## src/rtl/digi_pkg.sv

```systemverilog
// Shared types and constants for the digitizer readout scheduler.
package digi_pkg;

    typedef enum logic [2:0] {
        IDLE  = 3'd0,
        HDR   = 3'd1,
        DATA  = 3'd2,
        DRAIN = 3'd3,
        TRL   = 3'd4,
        CLR   = 3'd5
    } state_t;

    localparam logic HDR_MARK = 1'b0;
    localparam logic TRL_MARK = 1'b1;
    localparam int   BC_W     = 12;
    localparam int   CH_W     = 3;

    // Saturating add used by the dropped-trigger counter.
    function automatic logic [7:0] sat_add8(input logic [7:0] a, input logic [3:0] b);
        logic [8:0] s;
        s = {1'b0, a} + {5'b0, b};
        return s[8] ? 8'hFF : s[7:0];
    endfunction

endpackage

```

## src/rtl/ro_scheduler_if.sv

```systemverilog
// Channel-buffer and FIFO-side signals of the readout scheduler, plus a state debug tap.
interface ro_scheduler_if #(
    parameter int CHAN  = 8,
    parameter int WIDTH = 16,
    parameter int SIZE  = 8
);
    import digi_pkg::*;

    logic [CHAN-1:0]       TRIGGER;
    logic [SIZE-1:0]       howmany;
    logic [BC_W-1:0]       BC;
    logic [WIDTH*CHAN-1:0] CH_DATA;
    logic                  FIFO_AFULL;
    logic [CHAN-1:0]       RD_REQUEST;
    logic [WIDTH-1:0]      FIFO_DIN;
    logic                  FIFO_WR_EN;
    logic [CH_W-1:0]       CUR_CHAN;
    logic                  BUSY;
    logic [7:0]            DROP_CNT;
    state_t                STATE;

    // RD_REQUEST is a single-cycle read strobe and the buffer answers on CH_DATA the next cycle;
    // FIFO_WR_EN qualifies FIFO_DIN, and FIFO_AFULL low (4+ free words) is the only ready condition.
    modport master (
        output TRIGGER, howmany, BC, CH_DATA, FIFO_AFULL,
        input  RD_REQUEST, FIFO_DIN, FIFO_WR_EN, CUR_CHAN, BUSY, DROP_CNT, STATE
    );

    modport slave (
        input  TRIGGER, howmany, BC, CH_DATA, FIFO_AFULL,
        output RD_REQUEST, FIFO_DIN, FIFO_WR_EN, CUR_CHAN, BUSY, DROP_CNT, STATE
    );

endinterface

```

## src/rtl/rr_arbiter.sv

```systemverilog
// Combinational round-robin arbiter: first requester strictly above 'last', wrapping modulo CHAN.
module rr_arbiter #(
    parameter int CHAN = 8
) (
    input  logic [CHAN-1:0] req,
    input  logic [2:0]      last,
    output logic [2:0]      gnt_idx,
    output logic            gnt_valid
);

    function automatic int wrap_idx(input logic [2:0] base, input int k);
        return (int'(base) + 1 + k) % CHAN;
    endfunction

    // Walk from the farthest position down so the nearest requester is assigned last and wins.
    always_comb begin
        gnt_idx   = '0;
        gnt_valid = 1'b0;
        for (int k = CHAN - 1; k >= 0; k--) begin
            if (req[wrap_idx(last, k)]) begin
                gnt_idx   = 3'(wrap_idx(last, k));
                gnt_valid = 1'b1;
            end
        end
    end

endmodule

```

## src/rtl/ro_scheduler.sv

```systemverilog
// ro_scheduler: round-robin readout of triggered channel buffers into the global FIFO.
// Define RO_TRAILER_EN to append a trailer word {1, chan, 4'b0, howmany} after each burst.
module ro_scheduler
    import digi_pkg::*;
#(
    parameter int CHAN  = 8,
    parameter int WIDTH = 16,
    parameter int SIZE  = 8
) (
    input logic           CLK,
    input logic           RST,
    ro_scheduler_if.slave bus
);

    state_t          state_q, state_d;
    logic [CHAN-1:0] pend_q, pend_d;
    logic [CH_W-1:0] last_q, last_d;
    logic [CH_W-1:0] cur_q, cur_d;
    logic [BC_W-1:0] bc_q, bc_d;
    logic [SIZE-1:0] cnt_q, cnt_d;
    logic [CHAN-1:0] req_q, req_d;
    logic            rd_d1_q;
    logic [WIDTH-1:0] din_q, din_d;
    logic            wr_q, wr_d;
    logic [7:0]      drop_q, drop_d;
    logic            drain_q, drain_d;
`ifdef RO_TRAILER_EN
    logic [SIZE-1:0] hm_q, hm_d;
    localparam state_t BODY_DONE = TRL;
`else
    localparam state_t BODY_DONE = CLR;
`endif

    logic [CHAN-1:0] chan_mask;
    logic [CHAN-1:0] clr_mask;
    logic [CHAN-1:0] drops;
    logic [CH_W-1:0] gnt_idx;
    logic            gnt_valid;

    rr_arbiter #(.CHAN(CHAN)) u_arb (
        .req       (pend_q),
        .last      (last_q),
        .gnt_idx   (gnt_idx),
        .gnt_valid (gnt_valid)
    );

    assign chan_mask = CHAN'(1) << cur_q;
    assign clr_mask  = (state_q == CLR) ? chan_mask : '0;

    // A trigger landing on the clearing cycle re-arms the bit instead of counting as a drop.
    assign drops  = bus.TRIGGER & pend_q & ~clr_mask;
    assign pend_d = (pend_q & ~clr_mask) | bus.TRIGGER;
    assign drop_d = sat_add8(drop_q, 4'($countones(drops)));

    always_comb begin
        state_d = state_q;
        last_d  = last_q;
        cur_d   = cur_q;
        bc_d    = bc_q;
        cnt_d   = cnt_q;
        req_d   = '0;
        din_d   = din_q;
        wr_d    = 1'b0;
        drain_d = drain_q;
`ifdef RO_TRAILER_EN
        hm_d    = hm_q;
`endif

        if (rd_d1_q) begin
            din_d = bus.CH_DATA[int'(cur_q)*WIDTH +: WIDTH];
            wr_d  = 1'b1;
        end

        unique case (state_q)
            IDLE: begin
                if (gnt_valid) begin
                    cur_d   = gnt_idx;
                    bc_d    = bus.BC;
                    cnt_d   = bus.howmany;
`ifdef RO_TRAILER_EN
                    hm_d    = bus.howmany;
`endif
                    state_d = HDR;
                end
            end
            HDR: begin
                // The first read goes out with the header so requests start in the header's write cycle.
                if (!bus.FIFO_AFULL) begin
                    din_d = {HDR_MARK, cur_q, bc_q};
                    wr_d  = 1'b1;
                    if (cnt_q != '0) begin
                        req_d   = chan_mask;
                        cnt_d   = cnt_q - SIZE'(1);
                        drain_d = 1'b0;
                        state_d = (cnt_q == SIZE'(1)) ? DRAIN : DATA;
                    end else begin
                        state_d = BODY_DONE;
                    end
                end
            end
            DATA: begin
                if (!bus.FIFO_AFULL) begin
                    req_d = chan_mask;
                    cnt_d = cnt_q - SIZE'(1);
                    if (cnt_q == SIZE'(1)) begin
                        drain_d = 1'b0;
                        state_d = DRAIN;
                    end
                end
            end
            DRAIN: begin
                // Two quiet cycles once the request and buffer-delay stages are empty.
                if (req_q == '0 && !rd_d1_q) begin
                    drain_d = 1'b1;
                    if (drain_q) begin
                        state_d = BODY_DONE;
                    end
                end
            end
`ifdef RO_TRAILER_EN
            TRL: begin
                if (!bus.FIFO_AFULL) begin
                    din_d   = {TRL_MARK, cur_q, 4'b0000, 8'(hm_q)};
                    wr_d    = 1'b1;
                    state_d = CLR;
                end
            end
`endif
            CLR: begin
                last_d  = cur_q;
                state_d = IDLE;
            end
            default: begin
                state_d = IDLE;
            end
        endcase
    end

    always_ff @(posedge CLK or negedge RST) begin
        if (!RST) begin
            state_q <= IDLE;
            pend_q  <= '0;
            last_q  <= 3'(CHAN - 1);
            cur_q   <= '0;
            bc_q    <= '0;
            cnt_q   <= '0;
            req_q   <= '0;
            rd_d1_q <= 1'b0;
            din_q   <= '0;
            wr_q    <= 1'b0;
            drop_q  <= '0;
            drain_q <= 1'b0;
`ifdef RO_TRAILER_EN
            hm_q    <= '0;
`endif
        end else begin
            state_q <= state_d;
            pend_q  <= pend_d;
            last_q  <= last_d;
            cur_q   <= cur_d;
            bc_q    <= bc_d;
            cnt_q   <= cnt_d;
            req_q   <= req_d;
            rd_d1_q <= |req_q;
            din_q   <= din_d;
            wr_q    <= wr_d;
            drop_q  <= drop_d;
            drain_q <= drain_d;
`ifdef RO_TRAILER_EN
            hm_q    <= hm_d;
`endif
        end
    end

    assign bus.RD_REQUEST = req_q;
    assign bus.FIFO_DIN   = din_q;
    assign bus.FIFO_WR_EN = wr_q;
    assign bus.CUR_CHAN   = cur_q;
    assign bus.BUSY       = (state_q != IDLE);
    assign bus.DROP_CNT   = drop_q;
    assign bus.STATE      = state_q;

endmodule

```

## src/flat_wrapper.sv

```systemverilog
// flat-port wrapper written by rule: the top's interface ports become plain ports
module ro_scheduler_flat import digi_pkg::*;
#(
    parameter int CHAN  = 8,
    parameter int WIDTH = 16,
    parameter int SIZE  = 8
)
  (CLK, RST, bus_TRIGGER, bus_howmany, bus_BC, bus_CH_DATA, bus_FIFO_AFULL, bus_RD_REQUEST, bus_FIFO_DIN, bus_FIFO_WR_EN, bus_CUR_CHAN, bus_BUSY, bus_DROP_CNT, bus_STATE);
  ro_scheduler_if #(.CHAN(CHAN), .WIDTH(WIDTH), .SIZE(SIZE)) bus_i ();
  input logic CLK;
  input logic RST;
  input wire logic [$bits(bus_i.TRIGGER)-1:0] bus_TRIGGER;
  input wire logic [$bits(bus_i.howmany)-1:0] bus_howmany;
  input wire logic [$bits(bus_i.BC)-1:0] bus_BC;
  input wire logic [$bits(bus_i.CH_DATA)-1:0] bus_CH_DATA;
  input wire logic [$bits(bus_i.FIFO_AFULL)-1:0] bus_FIFO_AFULL;
  output wire logic [$bits(bus_i.RD_REQUEST)-1:0] bus_RD_REQUEST;
  output wire logic [$bits(bus_i.FIFO_DIN)-1:0] bus_FIFO_DIN;
  output wire logic [$bits(bus_i.FIFO_WR_EN)-1:0] bus_FIFO_WR_EN;
  output wire logic [$bits(bus_i.CUR_CHAN)-1:0] bus_CUR_CHAN;
  output wire logic [$bits(bus_i.BUSY)-1:0] bus_BUSY;
  output wire logic [$bits(bus_i.DROP_CNT)-1:0] bus_DROP_CNT;
  output wire logic [$bits(bus_i.STATE)-1:0] bus_STATE;
  assign bus_i.TRIGGER = bus_TRIGGER;
  assign bus_i.howmany = bus_howmany;
  assign bus_i.BC = bus_BC;
  assign bus_i.CH_DATA = bus_CH_DATA;
  assign bus_i.FIFO_AFULL = bus_FIFO_AFULL;
  assign bus_RD_REQUEST = bus_i.RD_REQUEST;
  assign bus_FIFO_DIN = bus_i.FIFO_DIN;
  assign bus_FIFO_WR_EN = bus_i.FIFO_WR_EN;
  assign bus_CUR_CHAN = bus_i.CUR_CHAN;
  assign bus_BUSY = bus_i.BUSY;
  assign bus_DROP_CNT = bus_i.DROP_CNT;
  assign bus_STATE = bus_i.STATE;
  ro_scheduler #(.CHAN(CHAN), .WIDTH(WIDTH), .SIZE(SIZE)) u_core (.CLK(CLK), .RST(RST), .bus(bus_i));
endmodule
```

## config.mk

```make
export PLATFORM = sky130hd
export DESIGN_NAME = ro_scheduler_flat
export DESIGN_NICKNAME = d
export VERILOG_FILES = /design/src/rtl/digi_pkg.sv /design/src/rtl/ro_scheduler_if.sv /design/src/rtl/rr_arbiter.sv /design/src/rtl/ro_scheduler.sv /design/src/flat_wrapper.sv
export SDC_FILE = /design/constraint.sdc
export NUM_CORES = 1
export LEC_CHECK = 0
export CORE_MARGIN = 3
export CORE_UTILIZATION = 49
export DETAILED_ROUTE_END_ITERATION = 7
export PLACE_DENSITY_LB_ADDON = 0.05
export SYNTH_ARGS = -nofsm -noshare
export SYNTH_HDL_FRONTEND = slang
export SYNTH_SLANG_ARGS = --single-unit
```

## constraint.sdc

```tcl
create_clock -name CLK -period 8.1 [get_ports CLK]
set_input_delay 1.62 -clock CLK [delete_from_list [all_inputs] [get_ports CLK]]
set_output_delay 1.62 -clock CLK [all_outputs]
set_load 0.1 [all_outputs]
```

==> reports/qor.txt, run 1 <==
Comb pwr share: 65.9%
Overall Global Routing Usage: 26.13%
reg2reg setup slack: 2920 ps
fin crit share: 63.90%
Rel. slew slack: 28.25%
critical path class: reg -> reg
Synth Register Bits: 72
DR vias: 4,842
FFs w/ async S/R, synth: 100.0%
dominant synthesized flop cell: dfrtp_1
most frequent cells in the layout: clkdlybuf4s50_1, dfrtp_1, nand2_1
Design Area, Final: 0.007538 mm^2
CP endpoint kind: register
Peak supply drop: 561.6 uV
Net Count, Synth: 698
Post-DP HPWL: 12,190 um
Avg Cell Area, Syn: 10.19 um^2
CTS clk-pin slew, worst paths: 80 ps
First DRT Iteration DRCs: 291
WP data arrival: 5390 ps
CTS Hold Buffers Added: 0
sequential area share after synthesis: 34.06%
Initial Util: 50.89%
first-pass GRT wire length: 24,300 um
Max stage delay on crit path: 690 ps
die area: 0.01210 mm^2
Post-Route Skew: 9.825 ps
Finish-stage setup viols: 0
fin nets: 876
most common cell after layout, fill and taps aside: clkdlybuf4s50_1
Vias/cell: 5.771
vias in the first global route: 4,863
CTS resizes: 0
Post-CTS Setup Bufs: 0
initial antenna violation count: 0
maxcap violations: 0
largest net degree at the start of global routing: 73
Worst path slowest cell: dfrtp_2
I/O Pins: 199
Post-Synthesis Cell Area: 0.005301 mm^2
Cell variety after synth: 54
DRC: 0
TritonRoute pass-1 iters: 5
Final ANT Viol Nets: 0
FMAX: 193.2 MHz
crit start category: register
Clock Tree Buf Depth: 2
clock network fraction of design power: 10.6%
P_sw: 1.588 mW
global route overflow: 0
number of flops mapped to enable cells by yosys: 0
Hold/Removal Path Class: reg -> reg
synth warn: 0
status: finished clean
Hold WS: 487.0 ps
final core utilization: 72.37%
TritonCTS clock tree: yes
port buffer count: 198
largest fanout on the critical path: 27
root buffer cell: clkbuf_8
final setup TNS: 0 ps
share of cells above drive strength 1: 13.09%
Power Internal: 1.457 mW
Period minus WS final: 5176 ps
Mapped Cells: 520
# fillers: 799
worst-path cell chain: buf_4 > nand2b_1 > o21ai_0 > nor2_1 > ha_1 > fa_1 > inv_1 > fa_1 > inv_1 > ha_1 > fa_1 > ha_1 > nor2b_1 > o21ai_0 > nand2b_1 > nand3_1 > o21ai_0
routability congestion estimate: 0.8857
Leak: 2.964 nW
WL final: 15,870 um
DR WL/cell: 18.92 um
CORE AREA: 0.01042 mm^2
Clock Sink Count: 72
worst-margin pin slew: 1076 ps
Fin. Hold Viols: 0
synthesis-to-layout area growth: 42.20%
H-tree depth: 3
RSZ-0062 raised after global routing: false
Post-DP Area: 0.007308 mm^2
clk_lat worst skew: 350 ps
Antenna diodes: 0
power per cell area: 403.9 mW/mm^2
switching share of total power: 52.16%
Seq pwr share: 23.4%
Max Slew Vio Count: 0
Die Y: 110.0 um
Rows: 37
TritonCTS buffer count: 9
die span in x: 110.0 um
Final Power: 3.045 mW
WP data required: 8320 ps
[worst max-delay path: cells and delay by family (launching register included)]
family	cells	cell delay [ps]
compound gates	3	620
fa+ha+maj	6	2270
buf+inv	3	610
flops	1	690
simple gates	5	850
[power by group through the flow]
stage / sequential (mW) / clock, mW / combinational [mW]
global route: 0.745 / 0.348 / 2.15
floorplan: 1.19 / 0 / 1.06
CTS: 0.714 / 0.330 / 2.01
finish: 0.714 / 0.323 / 2.01
global placement: 0.716 / 0 / 1.97
detailed placement: 0.718 / 0 / 2.01
[sequential cells by signal, indices dropped and copies added, names as in the netlist, 3 cells and up]
register / cells
u_core.bus.FIFO_DIN: 16
u_core.bc_q: 12
u_core.bus.DROP_CNT: 8
u_core.bus.RD_REQUEST: 8
u_core.cnt_q: 8
u_core.pend_q: 8
u_core.bus.CUR_CHAN: 3
u_core.bus.STATE: 3
u_core.last_q: 3
[per-stage QoR]
stage | worst slack [ps] | instances
6_report | 2924 | 839
5_1_grt | 2469 | 839
4_1_cts | 2890 | 839
3_5_place_dp | 2609 | 823
3_3_place_gp | 2679 | 823
2_1_floorplan | 2715 | 520
[cells by family after synthesis]
| kind of cell | after synthesis | synth area share [%] |
|---|---|---|
| AO/OA/AOI/OAI | 112 | 12.51 |
| XOR/XNOR | 8 | 1.864 |
| adder cells (fa/ha/maj) | 19 | 5.192 |
| buffers and inverters | 67 | 5.570 |
| flip-flops | 72 | 34.06 |
| multiplexers | 91 | 27.40 |
| AND/OR/NAND/NOR | 151 | 13.41 |
[cells in the mapped netlist (5+ instances only)]
cell type	instances	area [um^2]
dfrtp_1	69	1727
buf_2	7	35.03
o21ai_0	49	245.2
ha_1	14	175.2
clkbuf_1	20	75.07
nor2b_1	6	37.54
mux4_2	41	923.4
o31ai_1	6	45.04
mux2_2	22	247.7
nand2_1	61	229.0
mux2i_1	27	270.3
or3_1	5	31.28
nand3_1	6	30.03
a31oi_1	5	31.28
nor3_1	15	75.07
inv_1	33	123.9
nand2b_1	10	62.56
a211oi_1	5	37.54
o22ai_1	5	31.28
nor2_1	30	112.6
a21oi_1	21	105.1
fa_1	5	100.1
[metal layers]
metal / global-route usage (%) / up-vias / part of all wire (%)
li1: - / 2252 / -
met1: 35.94 / 2379 / 41
met2: 41.64 / 188 / 50
met3: 6.290 / 23 / 7.3
met4: 7.035 / 0 / 2.0
met5: 0 / - / 0
[area by class of cell]
cell class | count | area, um^2 | share of cell area, %
multi-input combinational | 381 | 3206 | 42.52
timing repair buffer | 201 | 2002 | 26.56
sequential | 72 | 1807 | 23.97
tap | 136 | 170.2 | 2.257
clock buffer | 10 | 137.6 | 1.826
inverter | 33 | 123.9 | 1.643
clock inverter | 6 | 92.59 | 1.228
[worst paths after layout]
check / endpoint / cells after the start / startpoint
setup / recovery: u_core.bus.DROP_CNT[2]$_DFF_PN0_ / 17 / u_core.bus.CUR_CHAN[0]$_DFFE_PN0P_
hold / removal: u_core.bus.FIFO_DIN[0]$_DFF_PN0_ / 2 / u_core.bc_q[0]$_DFFE_PN0P_
setup reg to reg: u_core.bus.DROP_CNT[2]$_DFF_PN0_ / 17 / u_core.bus.CUR_CHAN[0]$_DFFE_PN0P_
hold reg to reg: u_core.bus.FIFO_DIN[0]$_DFF_PN0_ / 2 / u_core.bc_q[0]$_DFFE_PN0P_
max in group asynchronous: u_core.bus.CUR_CHAN[0]$_DFFE_PN0P_ / 1 / RST
min in group asynchronous: u_core.pend_q[4]$_DFF_PN0_ / 1 / RST
Power figures use the tool's default switching activity.
==> run 2: changes to the inputs <==
- CORE_UTILIZATION: 49 -> 45
- clock period: 8.1 -> 5.1 ns (I/O delays scaled with it)
==> run 2 against run 1 <==
Net effect:
- sequential share of layout area shrank 0.31 points
- die area grew 8.4%
- combinational power grew 65%
- largest power group unchanged
- flip-flop and latch count is the same
- critical path depth grew 1
- register-to-register slack lost 2600 ps
- first-iteration DRC count grew 3.4%
- largest cell class unchanged
==> reports/qor.txt, run 2 (same netlist as run 1, synthesis figures left out) <==
Die Y: 114.5 um (+4.1%)
die span in x: 114.5 um (+4.1%)
max reg flops: 16 (unchanged)
most common cell after layout, fill and taps aside: clkdlybuf4s50_1
Leak: 3.020 nW (+1.9%)
Design Area, Final: 0.007644 mm^2 (+1.4%)
CTS Hold Buffers Added: 0 (unchanged)
Overall Global Routing Usage: 26.03% (-0.10 points)
First DRT Iteration DRCs: 301 (+3.4%)
Power Internal: 2.416 mW (+66%)
I/O Pins: 199 (unchanged)
CP startpoint: u_core.bus.STATE[0]$_DFFE_PN0P_
met2 WL: 8556 um (+8.4%)
Period minus WS final: 4767 ps (-409.1 ps)
switching share of total power: 51.57% (-0.59 points)
P_sw: 2.573 mW (+62%)
largest fanout on the critical path: 9 (-67%)
Clock Sink Count: 72 (unchanged)
M1 WL: 7060 um (+8.6%)
most frequent cells in the layout: clkdlybuf4s50_1, dfrtp_1, nand2_1
Rel. slew slack: 30.38% (+2.1 points)
port buffer count: 198 (unchanged)
global route overflow: 0 (unchanged)
Worst path slowest cell: fa_1
die area: 0.01312 mm^2 (+8.4%)
Fin. Hold Viols: 0 (unchanged)
clk_lat worst skew: 330 ps (-20 ps)
WP data required: 5290 ps (-3030 ps)
DR vias: 4,851 (+0.19%)
Finish-stage setup viols: 0 (unchanged)
root buffer cell: clkbuf_16
CTS clk-pin slew, worst paths: 60 ps (-20 ps)
Storage cell area: 0.001808 mm^2 (about the same)
maxcap violations: 0 (unchanged)
Vias/cell: 5.700 (-1.2%)
Hold/Removal Path Class: reg -> reg
H-tree depth: 3 (unchanged)
Max Slew Vio Count: 0 (unchanged)
Final ANT Viol Nets: 0 (unchanged)
Post-DP Area: 0.007353 mm^2 (+0.62%)
Rows: 39 (+5.4%)
WL final: 16,950 um (+6.8%)
Top Layer Used: met5
routability congestion estimate: 0.9529 (+7.6%)
TritonRoute pass-1 iters: 5 (unchanged)
Post-DP HPWL: 13,360 um (+9.6%)
Post-CTS Setup Bufs: 0 (unchanged)
DRC: 0 (unchanged)
Clock Tree Buf Depth: 2 (unchanged)
first-pass GRT wire length: 26,570 um (+9.3%)
Peak supply drop: 612.3 uV (+9.0%)
Worst Min Path Start: u_core.bc_q[0]$_DFFE_PN0P_
CTS resizes: 0 (unchanged)
worst-margin pin slew: 1041 ps (-35.31 ps)
initial antenna violation count: 1 (+1)
Max stage delay on crit path: 540 ps (-150 ps)
FMAX: 209.8 MHz (+8.6%)
CP endpoint kind: register
R2R Path Start: u_core.bus.STATE[0]$_DFFE_PN0P_
fin crit share: 93.46% (+30 points)
DR WL/cell: 19.92 um (+5.3%)
crit start category: register
Initial Util: 46.23% (-4.7 points)
largest net degree at the start of global routing: 44 (-40%)
Post-Route Skew: 6.984 ps (-2.841 ps)
clock network fraction of design power: 12.3% (+1.7 points)
Antenna diodes: 0 (unchanged)
status: finished clean
synthesis-to-layout area growth: 44.18%
RSZ-0062 raised after global routing: false
WP data arrival: 4960 ps (-430 ps)
CORE AREA: 0.01147 mm^2 (+10%)
vias in the first global route: 4,994 (+2.7%)
power per cell area: 652.7 mW/mm^2 (+62%)
TritonCTS buffer count: 9 (unchanged)
fin nets: 881 (+0.57%)
area occupied by multi-input gates: 0.003206 mm^2 (unchanged)
worst-path cell chain: inv_1 > nor2_1 > nand3_1 > o31ai_1 > nor2_1 > ha_1 > fa_1 > inv_1 > fa_1 > inv_1 > ha_1 > fa_1 > ha_1 > nor2b_1 > o21ai_0 > nand2b_1 > nand3_1 > o21ai_0
share of cells above drive strength 1: 13.70% (+0.61 points)
Comb pwr share: 66.3% (+0.4 points)
met3 wire len: 1096 um (-6.0%)
final setup TNS: 0 ps (unchanged)
# fillers: 989 (+24%)
Seq pwr share: 21.5% (-1.9 points)
critical path class: reg -> reg
TritonCTS clock tree: yes
run 2: cell types whose count changed in the layout (fill, tap and decap cells not counted), moves of 3 or more:
cell / before / now
buf_4: 4 / 8
clkbuf_16: 0 / 9
clkbuf_8: 10 / 0
clkinv_2: 0 / 3
run 2: final timing paths:
kind / endpoint / slack [ps] / cells past startpoint
min in group asynchronous: u_core.bus.FIFO_DIN[4]$_DFF_PN0_ / 840 / 1
max: u_core.bus.DROP_CNT[2]$_DFF_PN0_ / 330 / 18
max reg2reg: u_core.bus.DROP_CNT[2]$_DFF_PN0_ / 330 / 18
min: u_core.bus.FIFO_DIN[0]$_DFF_PN0_ / 480 / 2
max in group asynchronous: u_core.last_q[1]$_DFFE_PN1N_ / 3270 / 2
min reg2reg: u_core.bus.FIFO_DIN[0]$_DFF_PN0_ / 480 / 2
run 2: metrics by stage:
stage | util [%] | setup slack (ps) | hold WS [ps] | total power, mW | cells
after global placement | 64.12 | 270.6 | 456.8 | 4.315 | 835
after detailed placement | 64.12 | 182.9 | 464.2 | 4.389 | 835
after global routing | 66.66 | 14.04 | 506.6 | 5.319 | 851
final | 66.66 | 333.5 | 479.6 | 4.989 | 851
after CTS | 66.66 | 343.0 | 478.9 | 5.015 | 851
after floorplan | - | 66.96 | 444.4 | 3.578 | 520
run 2: final cells by class:
type	count	share of cell area, %
clock inverter	6	0.8021
tap	143	2.341
inverter	33	1.621
timing repair buffer	206	26.65
sequential	72	23.65
multi-input combinational	381	41.94
clock buffer	10	2.996
run 2: critical path, delay by kind of cell (launching register included):
kind                     cells  cell delay (ps)
adder cells (fa/ha/maj)      6             2240
AND/OR/NAND/NOR              6             1040
AO/OA/AOI/OAI                3              610
flip-flops                   1              490
buffers and inverters        3              270
run 2: power groups by stage:
stage	sequential (mW)	clock [mW]	combinational, mW
2_1_floorplan	1.89	0	1.69
3_3_place_gp	1.07	0	3.25
3_5_place_dp	1.08	0	3.31
4_1_cts	1.07	0.620	3.33
5_1_grt	1.12	0.647	3.56
6_report	1.07	0.612	3.31
run 2: routing by layer:
layer	up-vias	global-route usage (%)
met5	-	0
met4	2	6.255
met3	21	4.598
met2	174	43.81
met1	2387	35.02
li1	2267	-
==> run 3: changes to the inputs <==
- REMOVE_ABC_BUFFERS: default -> 1
==> run 3 against run 2 <==
Net effect:
- highest routed layer is now met4
- largest cell class unchanged
- global-route usage is 2.1 points lower
- first-iteration DRC count shrank 18%
- die area stayed put
- critical endpoint unchanged
- hold slack lost 1.4 ps
- setup slack gained 58 ps
- clock skew shrank 0.55 ps
- maximum frequency grew 1.2%
==> reports/qor.txt, run 3 (same netlist as run 1, synthesis figures left out) <==
H-tree depth: 3 (unchanged)
Overall Global Routing Usage: 23.94% (-2.1 points)
CTS Hold Buffers Added: 0 (unchanged)
fin crit share: 92.33% (-1.1 points)
synthesis-to-layout area growth: 45.13%
power per cell area: 650.7 mW/mm^2 (-0.31%)
Fin. Hold Viols: 0 (unchanged)
RSZ-0062 raised after global routing: false
fin nets: 881 (unchanged)
status: finished clean
Placement Setup Slack: 206.2 ps (+23.32 ps)
Antenna diodes: 0 (unchanged)
most common cell after layout, fill and taps aside: clkdlybuf4s50_1
setup slack after layout: 391.1 ps (+57.59 ps)
crit-path leading delay family: adder cells
CORE AREA: 0.01147 mm^2 (unchanged)
initial antenna violation count: 0 (-1)
largest fanout on the critical path: 9 (unchanged)
CP endpoint kind: register
Initial Util: 46.23% (unchanged)
largest net degree at the start of global routing: 73 (+66%)
Rows: 39 (unchanged)
FMAX: 212.4 MHz (+1.2%)
Post-Route Skew: 6.432 ps (-0.5525 ps)
Post-CTS Setup Bufs: 0 (unchanged)
WL final: 15,570 um (-8.1%)
Die Y: 114.5 um (unchanged)
Worst Min Path Start: u_core.bc_q[8]$_DFFE_PN0P_
Critical R2R Capture: u_core.bus.DROP_CNT[2]$_DFF_PN0_
share of cells above drive strength 1: 13.84% (+0.14 points)
Clock Tree Buf Depth: 2 (unchanged)
vias in the first global route: 4,830 (-3.3%)
critical path class: reg -> reg
reg2reg setup slack: 390 ps (+60 ps)
root buffer cell: clkbuf_16
TritonCTS clock tree: yes
worst r2r path cells: 18 (unchanged)
clk_lat worst skew: 330 ps (about the same)
Finish-stage setup viols: 0 (unchanged)
die area: 0.01312 mm^2 (unchanged)
First DRT Iteration DRCs: 248 (-18%)
WP data required: 5290 ps (about the same)
CP Buf/Inv Count: 3 (unchanged)
crit start category: register
DRC: 0 (unchanged)
first-pass GRT wire length: 24,930 um (-6.2%)
CTS resizes: 0 (unchanged)
Max Slew Vio Count: 0 (unchanged)
Post-DP HPWL: 12,150 um (-9.1%)
die span in x: 114.5 um (unchanged)
critical path depth: 18 (unchanged)
Max stage delay on crit path: 550 ps (about the same)
hold-critical path endpoint: u_core.bus.FIFO_DIN[8]$_DFF_PN0_
most frequent cells in the layout: clkdlybuf4s50_1, dfrtp_1, nand2_1
Worst path slowest cell: fa_1
Leak: 3.041 nW (+0.68%)
Clock Sink Count: 72 (unchanged)
Hold Crit Depth: 2 (unchanged)
Vias/cell: 5.550 (-2.6%)
CTS clk-pin slew, worst paths: 60 ps (about the same)
port buffer count: 198 (unchanged)
final core utilization: 67.09% (+0.44 points)
Rel. slew slack: 31.22% (+0.84 points)
DR vias: 4,723 (-2.6%)
Final ANT Viol Nets: 0 (unchanged)
DR WL/cell: 18.30 um (-8.1%)
I/O Pins: 199 (unchanged)
maxcap violations: 0 (unchanged)
routability congestion estimate: 0.8843 (-7.2%)
max reg flops: 16 (unchanged)
global route overflow: 0 (unchanged)
Peak supply drop: 666.7 uV (+8.9%)
TritonRoute pass-1 iters: 4 (-1)
Period minus WS final: 4709 ps (-57.59 ps)
Hold/Removal Path Class: reg -> reg
R2R Path Start: u_core.bus.STATE[0]$_DFFE_PN0P_
worst-path cell chain: inv_1 > nor2_1 > nand3_1 > o31ai_2 > nor2_1 > ha_1 > fa_1 > inv_1 > fa_1 > inv_1 > ha_1 > fa_1 > ha_1 > nor2b_1 > o21ai_0 > nand2b_1 > nand3_1 > o21ai_0
worst-margin pin slew: 1028 ps (-12.59 ps)
WP data arrival: 4900 ps (-60 ps)
TritonCTS buffer count: 9 (unchanged)
run 3: power by group:
part	switching [mW]	leakage [nW]	total [mW]	internal, mW
logic	2.06	2.05	3.28	1.22
clock network	0.238	0.159	0.694	0.456
registers	0.211	0.833	1.03	0.823
run 3: worst max path at each step:
stage | from | endpoint
6_report | u_core.bus.STATE[0]$_DFFE_PN0P_ | u_core.bus.DROP_CNT[2]$_DFF_PN0_
2_1_floorplan | u_core.bus.CUR_CHAN[0]$_DFFE_PN0P_ | u_core.bus.DROP_CNT[6]$_DFF_PN0_
3_5_place_dp | bus_TRIGGER[0] | u_core.bus.DROP_CNT[2]$_DFF_PN0_
5_1_grt | u_core.bus.STATE[0]$_DFFE_PN0P_ | u_core.bus.DROP_CNT[6]$_DFF_PN0_
3_3_place_gp | bus_TRIGGER[0] | u_core.bus.DROP_CNT[2]$_DFF_PN0_
4_1_cts | u_core.bus.STATE[0]$_DFFE_PN0P_ | u_core.bus.DROP_CNT[2]$_DFF_PN0_
run 3: worst register-to-register path, delay by kind of cell, from the launching register on:
family,cells,cell delay [ps]
adders and majority gates,6,2280
and+or+nand+nor,6,1030
AOI/OAI and AO/OA,3,550
DFF,1,470
buffers and inverters,3,240
run 3: through the flow:
step,power [mW],hold WS (ps),TNS (ps),cells,area [um^2]
6_report,5.006,478.2,0,851,7694
5_1_grt,5.328,508.8,0,851,7694
4_1_cts,5.048,475.5,0,851,7689
3_5_place_dp,4.337,465.4,0,835,7356
3_3_place_gp,4.262,456.2,0,835,7356
2_1_floorplan,3.513,444.4,-5425,486,5130
run 3: area by class of cell:
class,instances,area [um^2]
clock buffers,12,256.5
clock inverters,4,76.32
fillers,932,3774
inverters,33,123.9
multi-input cells,381,3211
flip-flops and latches,72,1808
well taps,143,178.9
repair buffers,206,2039
run 3: layer usage:
metal | track usage, % | up-vias | wire (um)
met4 | 5.542 | 0 | 189
li1 | - | 2268 | -
met1 | 30.39 | 2296 | 6290
met3 | 4.334 | 14 | 1018
met2 | 42.41 | 145 | 8075
met5 | 0 | - | 0
